### config.mk
export PLATFORM = sky130hd
export DESIGN_NAME = mem_port_arbiter
export DESIGN_NICKNAME = d
export VERILOG_FILES = /design/src/rtl/mem_arb_pkg.sv /design/src/rtl/mem_rsp_slot.sv /design/src/rtl/mem_port_arbiter.sv
export SDC_FILE = /design/constraint.sdc
export NUM_CORES = 1
export LEC_CHECK = 0
export CAP_MARGIN = 20
export CELL_PAD_IN_SITES_DETAIL_PLACEMENT = 0
export CELL_PAD_IN_SITES_GLOBAL_PLACEMENT = 1
export CORE_MARGIN = 1
export CORE_UTILIZATION = 23
export CTS_CLUSTER_SIZE = 10
export DETAILED_ROUTE_END_ITERATION = 16
export PLACE_DENSITY = 0.9
export SLEW_MARGIN = 10
export SYNTH_ARGS = -nofsm -noshare
export SYNTH_HDL_FRONTEND = slang
export SYNTH_SLANG_ARGS = --single-unit
### constraint.sdc
create_clock -name clk -period 2.6 [get_ports clk]
set_input_delay 0.65 -clock clk [delete_from_list [all_inputs] [get_ports clk]]
set_output_delay 0.65 -clock clk [all_outputs]
set_load 0.01 [all_outputs]
### src/rtl/mem_arb_pkg.sv
// Shared definitions for the two-port memory arbiter.
//   N_PORTS  : number of requesters (0 = instruction fetch, 1 = load/store)
//   mem_req_t: one request as seen on the shared memory port (default widths)
//   mem_rsp_t: one response word (default widths)
//   rr_pick  : round-robin choice between eligible ports
package mem_arb_pkg;

  localparam int N_PORTS  = 2;
  localparam int PKG_ADDR_W = 21;
  localparam int PKG_DATA_W = 32;
  localparam int PKG_MASK_W = PKG_DATA_W / 8;

  typedef struct packed {
    logic [PKG_ADDR_W-1:0] addr;
    logic                  wen;
    logic [PKG_DATA_W-1:0] wdata;
    logic [PKG_MASK_W-1:0] wmask;
  } mem_req_t;

  typedef struct packed {
    logic [PKG_DATA_W-1:0] data;
  } mem_rsp_t;

  // One-hot grant. On a tie the port that did not win last time is chosen;
  // 'last' is the index of the most recently granted port.
  function automatic logic [N_PORTS-1:0] rr_pick(input logic [N_PORTS-1:0] elig,
                                                 input logic               last);
    if (elig == 2'b11) begin
      rr_pick = last ? 2'b01 : 2'b10;
    end else begin
      rr_pick = elig;
    end
  endfunction

endpackage

### src/rtl/mem_rsp_slot.sv
// Single-entry response register with valid/ready handshake.
//   clk, reset   : clock, asynchronous active-low reset
//   load         : port granted this cycle; capture load_data
//   load_data    : memory read data (pre-write contents)
//   rs_ready     : consumer takes the held response
//   rs_valid     : response held
//   rs_data      : held response word, stable while rs_valid & !rs_ready
module mem_rsp_slot
  import mem_arb_pkg::*;
#(
  parameter int DATA_WIDTH = 32
) (
  input  logic                  clk,
  input  logic                  reset,
  input  logic                  load,
  input  logic [DATA_WIDTH-1:0] load_data,
  input  logic                  rs_ready,
  output logic                  rs_valid,
  output logic [DATA_WIDTH-1:0] rs_data
);

  // A load in the same cycle as a drain wins, so a port can issue every cycle.
  always_ff @(posedge clk or negedge reset) begin
    if (!reset) begin
      rs_valid <= 1'b0;
      rs_data  <= '0;
    end else if (load) begin
      rs_valid <= 1'b1;
      rs_data  <= load_data;
    end else if (rs_ready) begin
      rs_valid <= 1'b0;
    end
  end

endmodule

### src/rtl/mem_port_arbiter.sv
// Shares the combinational-read / masked-write data port of the memory
// between instruction fetch (port 0) and load/store (port 1).
//   clk, reset            : clock, asynchronous active-low reset
//   rq_valid/rq_ready     : request handshake; ready is the same-cycle grant
//   rq_addr/wen/wdata/wmask : request payload per port
//   rs_valid/rs_ready     : response handshake, one cycle after the grant
//   rs_data               : read data; for writes, the word before the write
//   mem_addr/wdata/wmask/wen, mem_rdata : shared memory port
//   conflict_cnt          : saturating count of cycles where one port was stalled by the other
module mem_port_arbiter
  import mem_arb_pkg::*;
#(
  parameter  int ADDR_WIDTH = 21,
  parameter  int DATA_WIDTH = 32,
  parameter  int CNT_WIDTH  = 16,
  localparam int MASK_WIDTH = DATA_WIDTH / 8
) (
  input  logic                  clk,
  input  logic                  reset,
  input  logic [N_PORTS-1:0]    rq_valid,
  output logic [N_PORTS-1:0]    rq_ready,
  input  logic [ADDR_WIDTH-1:0] rq_addr  [N_PORTS],
  input  logic [N_PORTS-1:0]    rq_wen,
  input  logic [DATA_WIDTH-1:0] rq_wdata [N_PORTS],
  input  logic [MASK_WIDTH-1:0] rq_wmask [N_PORTS],
  output logic [N_PORTS-1:0]    rs_valid,
  input  logic [N_PORTS-1:0]    rs_ready,
  output logic [DATA_WIDTH-1:0] rs_data  [N_PORTS],
  output logic [ADDR_WIDTH-1:0] mem_addr,
  input  logic [DATA_WIDTH-1:0] mem_rdata,
  output logic [DATA_WIDTH-1:0] mem_wdata,
  output logic [MASK_WIDTH-1:0] mem_wmask,
  output logic                  mem_wen,
  output logic [CNT_WIDTH-1:0]  conflict_cnt
);

  function automatic logic [CNT_WIDTH-1:0] sat_inc(input logic [CNT_WIDTH-1:0] v);
    sat_inc = (v == '1) ? v : v + 1'b1;
  endfunction

  logic [N_PORTS-1:0] elig;
  logic [N_PORTS-1:0] grant;
  logic               last_grant;
  logic               sel;
  logic               conflict;

  // A port may issue only if its response slot is empty or being drained now.
  assign elig = rq_valid & (~rs_valid | rs_ready);

  // Nothing is granted while reset is asserted, so no write can reach memory.
  assign grant    = reset ? rr_pick(elig, last_grant) : '0;
  assign rq_ready = grant;
  assign sel      = grant[1];

  // Port 0 drives the memory when idle; mem_wen keeps that harmless.
  assign mem_addr  = rq_addr[sel];
  assign mem_wdata = rq_wdata[sel];
  assign mem_wmask = rq_wmask[sel];
  assign mem_wen   = (|grant) & rq_wen[sel];

  // Both ports wanted the memory and were able to take it, only one got it.
  assign conflict = (&rq_valid) & (&elig) & (^grant);

  // Reset to port 1 so port 0 wins the first tie.
  always_ff @(posedge clk or negedge reset) begin
    if (!reset) begin
      last_grant   <= 1'b1;
      conflict_cnt <= '0;
    end else begin
      if (|grant) begin
        last_grant <= sel;
      end
      if (conflict) begin
        conflict_cnt <= sat_inc(conflict_cnt);
      end
    end
  end

  // Response slots: mem_rdata is captured on the granting edge, before the
  // memory applies any write, so writes return the old word.
  for (genvar i = 0; i < N_PORTS; i++) begin : g_slot
    mem_rsp_slot #(
      .DATA_WIDTH(DATA_WIDTH)
    ) u_slot (
      .clk      (clk),
      .reset    (reset),
      .load     (grant[i]),
      .load_data(mem_rdata),
      .rs_ready (rs_ready[i]),
      .rs_valid (rs_valid[i]),
      .rs_data  (rs_data[i])
    );
  end

endmodule

==> impl_metrics.json, run 1 <==
{
  "outcome": "complete, but fails checks",
  "violations": "negative setup slack",
  "setup_violations": 4,
  "powerDensity_nw_per_um2": 631,
  "antenna_found_initial": 2,
  "ys_seq_area_share_pct": 51.7,
  "core_area_um2": 16800,
  "overflow": 0,
  "crit_type": "in -> out",
  "path_clk_slew_ns": 0.07,
  "pre_cts_ws_ns": -0.746,
  "synth_edf_count": 0,
  "finalMaxSlewViolations": 0,
  "area_growth_pct": 102,
  "fmaxAchievable_mhz": 383,
  "start_util_pct": 23.9,
  "tritoncts": "built",
  "leakage_nw": 3.49,
  "cts_root_buffer": "clkbuf_16",
  "synth_fp_nets": 447,
  "worst_slew_pin_slew_ns": 0.800,
  "cts.sinks": 83,
  "die_h_um": 134,
  "switching_share_pct": 26.5,
  "final_nets": 778,
  "p_sw_mw": 1.36,
  "grt_first_pass_wirelength_mm": 22.5,
  "setup_slack_ns": -0.00851,
  "cp_max_fo": 5,
  "ir_drop_v": 0.000672,
  "crit_required_ns": 1.95,
  "row_count": 47,
  "cts_hold_buffers": 0,
  "synth-main-ff-cell": "dfrtp_1",
  "nFillCells": 1471,
  "p_comb_share_pct": 36.8,
  "seq_power_share_pct": 34.3,
  "synth_cell_types": 29,
  "grt_max_degree": 64,
  "drtIter0Drc": 95,
  "pwr-share-clk_pct": 28.9,
  "vias": 3693,
  "fin_crit_sh_pct": 100,
  "grt_pass1_vias": 4017,
  "finalHoldViolCount": 0,
  "dr.pass1.iters": 4,
  "die_w_um": 134,
  "dp_hpwl_mm": 11.3,
  "ys_ff_latch": 83,
  "maxCapViolCount": 0,
  "rsz0062_at_grt": "yes",
  "track_usage_pct": 16.4,
  "ys_warn_count": 0,
  "clkLatencyLatePin_ns": 0.33,
  "arrival_ns": 1.96,
  "wirelength_mm": 15.4,
  "intPower_mw": 3.77,
  "fin_skew_ns": 0.0101,
  "synthesis.area_um2": 4020,
  "clockBufferDepth": 2,
  "place.gp.congestion": 0.821,
  "viasPerCell": 4.35,
  "syn_inst": 291,
  "slew_headroom_pct": 46.7,
  "start_kind": "input port",
  "antenna_left": 0,
  "synthArstFlopShare_pct": 100,
  "io_pins": 296,
  "routedWlPerCell_um": 18.2,
  "hp-class": "in -> async",
  "syn_area_per_cell_um2": 13.8,
  "fin_total_pwr_mw": 5.13,
  "timing.final.crit_period_ns": 2.61,
  "layout-drive-gt1-share_pct": 41.0,
  "io_buffers": 295,
  "drc": 0,
  "cts_buffers": 9,
  "dieArea_um2": 18000,
  "htree_levels": 3,
  "end_kind": "output pin"
}
critical path, cell delays in order:
cell      delay, ns
buf_2          0.10
nand2b_4       0.14
nand3_4        0.08
nand3_4        0.15
buf_12         0.17
buf_6          0.12
buf_6          0.12
mux2_4         0.30
buf_6          0.12
flip-flops by register name (all words and copies together) (netlist names):
register and cells:
conflict_cnt 16, g_slot.u_slot.rs_valid 2, g_slot.u_slot.rs_data 64, last_grant 1
cells in the final DEF (no fill, tap or decap), types with 2 or more instances in the layout:
cell / synthesis / layout
inv_1: 4 / 4
dfrtp_1: 82 / 82
clkdlybuf4s50_1: 0 / 230
buf_2: 9 / 17
nor3_1: 2 / 2
buf_12: 0 / 4
buf_6: 1 / 50
bufinv_16: 0 / 3
nand4_1: 9 / 9
dlygate4sd2_1: 0 / 3
and4_1: 2 / 2
buf_4: 4 / 25
nor2_1: 3 / 2
clkinv_4: 0 / 2
nand3_1: 8 / 6
mux2_4: 0 / 22
nand2b_4: 0 / 2
mux2_2: 123 / 101
nand3_4: 1 / 3
buf_16: 0 / 5
nand2_1: 8 / 8
and3_1: 3 / 3
xnor2_1: 13 / 13
clkbuf_16: 0 / 10
layer usage:
| layer | vias to the layer above | track usage (%) | routed length (µm) |
|---|---|---|---|
| met5 | - | 0 | 13 |
| met4 | 2 | 4.68 | 304 |
| met3 | 21 | 5.78 | 1300 |
| met2 | 159 | 31.3 | 8420 |
| met1 | 1806 | 16.6 | 5390 |
| li1 | 1705 | - | - |
synthesized netlist by cell type, types with 2 or more instances:
| master | instances | area [µm²] |
|---|---|---|
| nand3_1 | 8 | 40.0 |
| nor2_1 | 3 | 11.3 |
| buf_1 | 3 | 11.3 |
| nand2_1 | 8 | 30.0 |
| nand4_1 | 9 | 56.3 |
| xnor2_1 | 13 | 114 |
| and2_1 | 2 | 12.5 |
| nor3_1 | 2 | 10.0 |
| nand2b_1 | 2 | 12.5 |
| and4_1 | 2 | 17.5 |
| dfrtp_1 | 82 | 2050 |
| buf_4 | 4 | 30.0 |
| and3_1 | 3 | 18.8 |
| mux2_2 | 123 | 1390 |
| ha_1 | 2 | 25.0 |
| buf_2 | 9 | 45.0 |
| inv_1 | 4 | 15.0 |
repair_timing:
action,in CTS,in global routing
gates cloned,5,1
resized for setup,320,12
pin swaps,4,0
buffers inserted,19,3
setup endpoints to repair,60,18
through the flow:
stage / utilization, % / area [µm²] / setup TNS (ns) / hold WS, ns / instances
after global placement: 43.4 / 7300 / -44.80 / 0.488 / 804
final: 48.4 / 8140 / -0.0159 / 0.340 / 848
after floorplan: - / 4020 / 0 / 0.354 / 291
after detailed placement: 43.4 / 7300 / -50.14 / 0.493 / 804
after global routing: 48.4 / 8140 / -0.777 / 0.349 / 848
after CTS: 47.8 / 8040 / -0.104 / 0.334 / 843
final cells by class:
cell class,count,area [µm²],share of cell area (%)
clock inverter,6,113,1.38
timing repair buffer,339,3450,42.4
sequential,83,2080,25.5
clock buffer,10,239,2.94
multi-input combinational,185,1960,24.1
inverter,4,15.0,0.185
tap,220,275,3.38
antenna,1,2.50,0.0308
cells by family (layout without fill, tap and decap cells):
group | after synthesis | in the layout | synth area share, %
compound gates | 2 | 2 | 0.249
flops | 83 | 83 | 51.7
other cells | 0 | 1 | 0
buf+inv | 23 | 359 | 3.27
xor+xnor | 14 | 14 | 3.05
fa+ha+maj | 2 | 2 | 0.623
mux | 124 | 124 | 34.7
simple gates | 43 | 43 | 6.38
path summary, 6_finish.rpt:
check                                                          from                                  endpoint  slack [ns]  cells past startpoint
max                                                     rs_ready[0]                              mem_wmask[2]      -0.009                      9
min                                                           reset  g_slot[0].u_slot.rs_data[27]$_DFFE_PN0P_        0.34                      2
max reg2reg                   g_slot[1].u_slot.rs_valid$_DFFE_PN0P_               conflict_cnt[1]$_DFFE_PN0P_        0.32                     10
min reg2reg                g_slot[0].u_slot.rs_data[24]$_DFFE_PN0P_  g_slot[0].u_slot.rs_data[24]$_DFFE_PN0P_        0.50                      1
max in group asynchronous                                     reset  g_slot[1].u_slot.rs_data[21]$_DFFE_PN0N_        1.52                      2
min in group clk           g_slot[0].u_slot.rs_data[24]$_DFFE_PN0P_  g_slot[0].u_slot.rs_data[24]$_DFFE_PN0P_        0.50                      1
power by group through the flow:
stage / Clock, mW / Sequential, mW / Combinational [mW]
floorplan: 0 / 1.89 / 0.501
global placement: 0 / 1.76 / 1.73
detailed placement: 0 / 1.78 / 1.76
CTS: 1.53 / 1.76 / 1.88
global route: 1.59 / 1.80 / 1.99
finish: 1.48 / 1.76 / 1.89
No activity file was read; power rests on OpenSTA's default activity.
==> run 2, diff against run 1 <==
Settings changed: CORE_MARGIN 1 to not set, SKIP_CTS_REPAIR_TIMING set to 1, SLEW_MARGIN 10 to 40.
==> run 2 against run 1 <==
The run still ends with negative setup slack left. Die area unchanged. Via count down 0.84%. Clock power about the same. Count of clock-buffer cells in the layout unchanged. Maximum frequency down 3.7%. Non-clock buffer count down 8. Sequential power about the same. Wire length down 3.9%. Utilization down 1.9 points. Cell area down 4.0%. Worst hold slack better by 0.0046 ns. Sequential share of layout area up 1.1 points. Largest power group is now sequential cells.
==> impl_metrics.json, run 2 (synthesis results as in run 1) <==
{
  "outcome": "complete, but fails checks",
  "violations": "negative setup slack",
  "cp_slowest_stage_delay_ns": 0.30,
  "worst_slew_pin_slew_ns": 0.571,
  "row_count": 47,
  "hp-class": "in -> async",
  "setup_slack_ns": -0.109,
  "area_growth_pct": 94.4,
  "htree_levels": 3,
  "nFillCells": 1496,
  "cp_max_fo": 6,
  "top_register": "g_slot.u_slot.rs_data",
  "tritoncts": "built",
  "vias": 3662,
  "leakage_nw": 3.47,
  "grt_first_pass_wirelength_mm": 21.0,
  "antenna_left": 0,
  "path_clk_slew_ns": 0.07,
  "layout-drive-gt1-share_pct": 36.8,
  "dp_hpwl_mm": 11.3,
  "arrival_ns": 2.06,
  "dr.pass1.iters": 3,
  "track_usage_pct": 15.2,
  "drc": 0,
  "fin_crit_sh_pct": 104,
  "clkLatencyLatePin_ns": 0.33,
  "io_buffers": 295,
  "core_area_um2": 16800,
  "fin_hold_ws_ns": 0.345,
  "start_util_pct": 23.9,
  "grt_pass1_vias": 3852,
  "largestRegisters": "g_slot.u_slot.rs_data: 64 flops, conflict_cnt: 16 flops, g_slot.u_slot.rs_valid: 2 flops",
  "overflow": 0,
  "largest_reg_flops": 64,
  "routedWlPerCell_um": 17.6,
  "setup_violations": 14,
  "maxCapViolCount": 0,
  "final.setup.tns_ns": -0.303,
  "finalHoldViolCount": 0,
  "crit_required_ns": 1.95,
  "grt_max_degree": 64,
  "layout_commonest_cell": "clkdlybuf4s50_1",
  "place.gp.congestion": 0.821,
  "antenna_found_initial": 2,
  "end_kind": "output pin",
  "cts_buffers": 9,
  "slew_headroom_pct": 62.0,
  "timing.final.crit_period_ns": 2.71,
  "layout_common_cells": "230 x clkdlybuf4s50_1, 121 x mux2_2, 82 x dfrtp_1, 36 x clkbuf_2, 25 x dlymetal6s2s_1",
  "fmaxAchievable_mhz": 369,
  "startpoint": "rs_ready[1]",
  "final_cells": 840,
  "critPathSlowestCell": "mux2_4",
  "wirelength_mm": 14.8,
  "dp_cells": 804,
  "dieArea_um2": 18000,
  "cts.sinks": 83,
  "viasPerCell": 4.36,
  "io_pins": 296,
  "start_kind": "input port",
  "finalMaxSlewViolations": 0,
  "die_w_um": 134,
  "ir_drop_v": 0.000670,
  "cts_root_buffer": "clkbuf_16",
  "multi_input_area_um2": 1880,
  "drtIter0Drc": 54,
  "rr_startpoint": "g_slot[1].u_slot.rs_valid$_DFFE_PN0P_",
  "final_nets": 770,
  "cp_cell_sequence": "clkbuf_2, nand2b_4, and2_4, nand3_4, buf_6, clkbuf_16, buf_8, buf_6, mux2_4, buf_6",
  "clockBufferDepth": 2,
  "crit_buf_inv": 6,
  "rsz0062_at_grt": "yes",
  "die_h_um": 134,
  "cpLargestDelayFamily": "buffers and inverters",
  "seqCellArea_um2": 2080,
  "fin_skew_ns": 0.00771,
  "powerDensity_nw_per_um2": 640,
  "cpMostUsedCell": "buf_6",
  "crit_type": "in -> out"
}
==> run 2: cell count changes in the layout (fill, tap and decap cells not counted), sizes merged <==
cell	delta
clkbuf	+36
buf	-64
dlymetal6s2s	+25
clkdlybuf4s15	-2
dlygate4sd2	-3
==> run 2: routing by layer <==
metal	vias to the layer above	wire, µm	global-route usage [%]	part of all wire, %
met2	161	7990	28.4	54
li1	1683	-	-	-
met3	21	1220	5.52	8.3
met5	-	13	0	0.088
met4	2	342	4.43	2.3
met1	1795	5260	15.7	35
==> run 2: path summary, 6_finish.rpt <==
check                                                           end  slack, ns  cells past startpoint
max                                                    mem_wdata[3]      -0.11                     10
min                           g_slot[0].u_slot.rs_valid$_DFFE_PN0P_       0.34                      2
max reg2reg                             conflict_cnt[1]$_DFFE_PN0P_       0.39                      9
min reg2reg                g_slot[1].u_slot.rs_data[17]$_DFFE_PN0N_       0.50                      1
max in group asynchronous  g_slot[1].u_slot.rs_data[21]$_DFFE_PN0N_       1.75                      2
min in group clk           g_slot[1].u_slot.rs_data[17]$_DFFE_PN0N_       0.50                      1
==> run 2: through the flow <==
step	setup slack, ns	utilization [%]	power [mW]	cell area [µm²]
finish	-0.109	46.5	5.00	7810
floorplan	0.00211	-	2.39	4020
global route	-0.158	46.5	5.24	7810
global placement	-0.699	43.4	3.50	7300
detailed placement	-0.746	43.4	3.54	7300
CTS	-0.745	45.5	5.06	7660
==> run 2: report_power, final <==
group | internal, mW | total [mW] | switching, mW | leakage [nW]
combinational | 1.13 | 1.76 | 0.629 | 2.29
clock | 0.966 | 1.48 | 0.517 | 0.173
sequential | 1.58 | 1.76 | 0.180 | 1.01
==> run 2: final cells by class <==
| class | count | share of cell area [%] |
|---|---|---|
| clock buffer | 10 | 3.06 |
| timing repair buffer | 331 | 41.1 |
| antenna | 1 | 0.0320 |
| multi-input combinational | 185 | 24.0 |
| tap | 220 | 3.52 |
| inverter | 4 | 0.192 |
| sequential | 83 | 26.6 |
| clock inverter | 6 | 1.44 |
